## config.mk

```make
export PLATFORM = sky130hd
export DESIGN_NAME = full_adder
export DESIGN_NICKNAME = d
export VERILOG_FILES = /design/src/rtl/full_adder.sv
export SDC_FILE = /design/constraint.sdc
export NUM_CORES = 1
export LEC_CHECK = 0
export ABC_AREA = 1
export ABC_CLOCK_PERIOD_IN_PS = 800
export CORE_AREA = 2 2 39 41
export DETAILED_ROUTE_END_ITERATION = 6
export DIE_AREA = 0 0 41 43
export HOLD_SLACK_MARGIN = 0.03
export SYNTH_ARGS = -nofsm -noshare
export SYNTH_HDL_FRONTEND = slang
export SYNTH_SLANG_ARGS = --single-unit
```

## constraint.sdc

```tcl
create_clock -name clk -period 0.8 [get_ports clk]
set_input_delay 0.08 -clock clk [delete_from_list [all_inputs] [get_ports clk]]
set_output_delay 0.08 -clock clk [all_outputs]
set_load 0.02 [all_outputs]
```

## src/rtl/full_adder.sv

```systemverilog
// -----------------------------------------------------------------------------
// full_adder : registered ripple-carry adder of WIDTH bits (1..64).
// A ripple chain of 1-bit full-adder cells computes {carry,sum} = a + b + cin.
// A qualified input (in_valid=1) is captured on the next rising clk edge and
// out_valid marks it for one cycle. When in_valid=0 the result is held and
// out_valid drops.
// rst_n clears the outputs asynchronously. Reset release is re-timed through
// one flop, so capture is enabled starting with the clk edge that follows the
// edge at which rst_n is first sampled high.
// Optional feature macro: FULL_ADDER_OVF_EN adds the ovf output (two's-
// complement overflow), which is registered alongside sum.
// -----------------------------------------------------------------------------
module full_adder #(
   parameter int WIDTH = 1
) (
   input  logic             clk,
   input  logic             rst_n,
   input  logic             in_valid,
   input  logic [WIDTH-1:0] a,
   input  logic [WIDTH-1:0] b,
   input  logic             cin,
   output logic             out_valid,
   output logic [WIDTH-1:0] sum,
   output logic             carry
`ifdef FULL_ADDER_OVF_EN
   ,
   output logic             ovf
`endif
);

   // ripple chain: w_c[i] is the carry into cell i, and w_c[WIDTH] is the carry-out
   logic [WIDTH:0]   w_c;
   logic [WIDTH-1:0] w_s;
   logic             w_load;

   logic             r_rst_sync;
   logic             r_valid;
   logic [WIDTH-1:0] r_sum;
   logic             r_carry;

   assign w_c[0] = cin;

   for (genvar i = 0; i < WIDTH; i++) begin : g_cell
      assign w_s[i]   = a[i] ^ b[i] ^ w_c[i];
      assign w_c[i+1] = (a[i] & b[i]) | (w_c[i] & (a[i] ^ b[i]));
   end

   // capture only once the re-timed reset release has reached the core
   assign w_load = in_valid & r_rst_sync;

   // reset release re-timing: assert asynchronously, release on the first sampled-high edge
   always_ff @(posedge clk or negedge rst_n) begin
      if (!rst_n) begin
         r_rst_sync <= 1'b0;
      end else begin
         r_rst_sync <= 1'b1;
      end
   end

   // result registers: load on a qualified input, otherwise hold; valid is a one-cycle mark
   always_ff @(posedge clk or negedge rst_n) begin
      if (!rst_n) begin
         r_valid <= 1'b0;
         r_sum   <= {WIDTH{1'b0}};
         r_carry <= 1'b0;
      end else begin
         r_valid <= w_load;
         if (w_load) begin
            r_sum   <= w_s;
            r_carry <= w_c[WIDTH];
         end else begin
            r_sum   <= r_sum;
            r_carry <= r_carry;
         end
      end
   end

   assign out_valid = r_valid;
   assign sum       = r_sum;
   assign carry     = r_carry;

`ifdef FULL_ADDER_OVF_EN
   // overflow: the operands share a sign bit and the result's sign bit differs from it
   logic w_ovf;
   logic r_ovf;

   assign w_ovf = (a[WIDTH-1] == b[WIDTH-1]) && (w_s[WIDTH-1] != a[WIDTH-1]);

   // overflow register follows the same load/hold/reset rules as carry
   always_ff @(posedge clk or negedge rst_n) begin
      if (!rst_n) begin
         r_ovf <= 1'b0;
      end else begin
         if (w_load) begin
            r_ovf <= w_ovf;
         end else begin
            r_ovf <= r_ovf;
         end
      end
   end

   assign ovf = r_ovf;
`endif

endmodule

```

==> flow_metrics.py <==
metrics = {
    "floorplanning": {
        "initial_core_util_pct": 11.5,
        "core_mm2": 0.00138,
        "die_h_um": 43,
        "num_io_pins": 9,
        "die_area_mm2": 0.00176,
        "rows": 14,
        "die_w_um": 41,
    },
    "placement": {
        "io_buffer_count": 8,
        "gp_congestion": 0.612,
        "dpl.hpwl_um": 227,
        "place_area_um2": 267,
    },
    "routing": {
        "dr.pass1.iters": 4,
        "viasPerCell": 3.07,
        "drc": 0,
        "vias": 129,
        "drt.antenna.violating_nets": 0,
        "drt_first_iter_violations": 4,
        "post_drt_wl_per_cell_um": 6.67,
        "wirelength_um": 280,
    },
    "clock_network": {
        "cts_hold_buf": 0,
        "clk_pin_slew_worst_paths_ps": 40,
        "clockBufferDepth": 2,
        "cts-root-buf": "clkbuf_4",
        "cts_tree": "done",
        "cts_made_buffers": 3,
        "post_cts_buffers": 0,
        "clock_latency_ps": 230,
        "cts_max_level": 1,
        "clock-sinks": 4,
    },
    "final_layout": {
        "multiInputGateArea_um2": 55.1,
        "areaGrowthSynthToFinish_pct": 82.7,
        "num_antenna_cells": 0,
        "layout-drive-gt1-share_pct": 30.8,
        "final_area_um2": 290,
        "seq_area_um2": 100,
        "nets": 35,
        "nFillCells": 152,
        "utilization_pct": 21.0,
    },
    "logic_synthesis": {
        "synth-edff-count": 0,
        "yosysTopAreaCellShare_pct": 63.0,
        "synth_top_cells_by_area": "dfrtp_1, fa_1, nand2_1",
        "yosysTopAreaCell": "dfrtp_1",
        "synth_cells": 14,
        "ys_warn_count": 0,
        "syn_nets": 21,
        "ys_types": 7,
        "ys_ff_latch": 4,
        "synthArstFlopShare_pct": 100,
        "seq_area_frac_synth_pct": 63.0,
        "ys.flop_type": "dfrtp_1",
        "syn-cell-area_um2": 159,
        "avgSynthCellArea_um2": 11.4,
        "synthTopCellsByCount": "dfrtp_1, nand2_1, nand3_1",
    },
    "worst_setup_path": {
        "path_cells": "buf_6",
        "ff2ff_path_depth": 3,
        "critPathBufInv": 1,
        "crit_family": "flip-flops",
        "critPathMaxStageDelay_ps": 380,
        "worstSetupPathType": "reg -> out",
        "required_ps": 720,
        "critical_path_arrival_ps": 740,
        "r2r_slack_ps": 90,
        "r2r-start": "sum$_DFFE_PN0P_",
        "r2r-end": "sum$_DFFE_PN0P_",
        "crit_path_end_kind": "output port",
        "worstSetupStartpointType": "flop",
        "cp.depth": 1,
        "cp_slowest_cell": "dfrtp_1",
        "cp_max_fo": 2,
    },
    "sta": {
        "hold_viol": 0,
        "maxSlewViolCount": 0,
        "min_period_over_period_pct": 103,
        "fin_ws_ps": -23.2,
        "final.min_clock_period_ps": 823,
        "setup_viol": 2,
        "fmax_mhz": 1210,
        "rsz0062_at_grt": "yes",
        "fin_skew_ps": 4.46,
    },
    "outcome": {
        "run_status": "complete, but fails checks",
        "violations": "setup timing",
    },
    "global_route": {
        "grtUsageTotal_pct": 4.83,
        "grt_overflow": 0,
        "antenna_found_initial": 0,
        "grt_pass1_wl_um": 448,
        "grt_start_max_net_pins": 5,
        "grt_pass1_vias": 145,
    },
    "power": {
        "ir_drop_v": 0.000313,
        "p_leak_nw": 0.147,
        "cellPowerDensity_mw_per_mm2": 2110,
    },
    "hold_path": {
        "hold_path.class": "in -> async",
    },
    "flow_run": {
        "maxCapViolCount": 0,
    },
}
[repair_timing]
item,CTS,global route
gates cloned,0,0
pin swaps,2,0
resized for setup,22,0
setup endpoints to repair,5,3
[cells in the final DEF (no fill, tap or decap)]
cell type	synthesis	final
nand2_1	4	4
dfrtp_1	4	4
clkbuf_4	0	3
buf_6	0	3
nand3_1	2	2
dlygate4sd2_1	0	2
clkdlybuf4s50_1	0	2
nand2_2	1	1
inv_1	1	1
fa_1	1	1
clkdlybuf4s15_1	0	1
buf_4	0	1
conb_1	1	1
[where the power goes]
part / internal (mW) / switching, mW
combinational: 0.0736 / 0.0555
sequential: 0.225 / 0.0138
clock: 0.168 / 0.0781
total: 0.466 / 0.148
[worst max path at each step]
stage                                  from              end  slack, ps
final                     carry$_DFFE_PN0P_            carry        -20
after global routing      carry$_DFFE_PN0P_            carry        -50
after CTS                 carry$_DFFE_PN0P_            carry        -40
after detailed placement                  a  sum$_DFFE_PN0P_       -460
after global placement                    a  sum$_DFFE_PN0P_       -460
after floorplan                           a  sum$_DFFE_PN0P_         10
[flip-flops by register name (all words and copies together), names as in the netlist]
register / cells
carry: 1
out_valid: 1
r_rst_sync: 1
sum: 1
[per-layer routing]
| metal | track usage [%] | vias up | part of all wire, % |
|---|---|---|---|
| met5 | 0 | - | 0 |
| met4 | 8.00 | 0 | 2.1 |
| met3 | 4.71 | 2 | 11 |
| met2 | 5.94 | 4 | 54 |
| met1 | 2.60 | 58 | 33 |
| li1 | - | 65 | - |
[metrics by stage]
step / hold WS, ps / power [mW] / TNS (ps) / std cells / setup slack [ps]
floorplan: -216 / 0.284 / 0 / 14 / 12.9
global placement: 297 / 0.371 / -1440 / 39 / -459
detailed placement: 298 / 0.371 / -1450 / 39 / -462
CTS: 49.6 / 0.632 / -79.0 / 42 / -38.0
global route: 65.0 / 0.659 / -120 / 42 / -48.3
finish: 47.4 / 0.614 / -46.3 / 42 / -23.2
[layout make-up]
cell class | instances | share of cell area (%)
clock buffers | 3 | 7.76
inverters | 1 | 1.29
multi-input cells | 9 | 19.0
flip-flops and latches | 4 | 34.5
well taps | 16 | 6.90
repair buffers | 9 | 30.6
[kinds of logic after synthesis]
kind of cell | share of synthesized area [%]
AND/OR/NAND/NOR | 19.7
adder cells (fa/ha/maj) | 12.6
buffers and inverters | 2.36
flip-flops | 63.0
other | 2.36
Power figures use the tool's default switching activity.
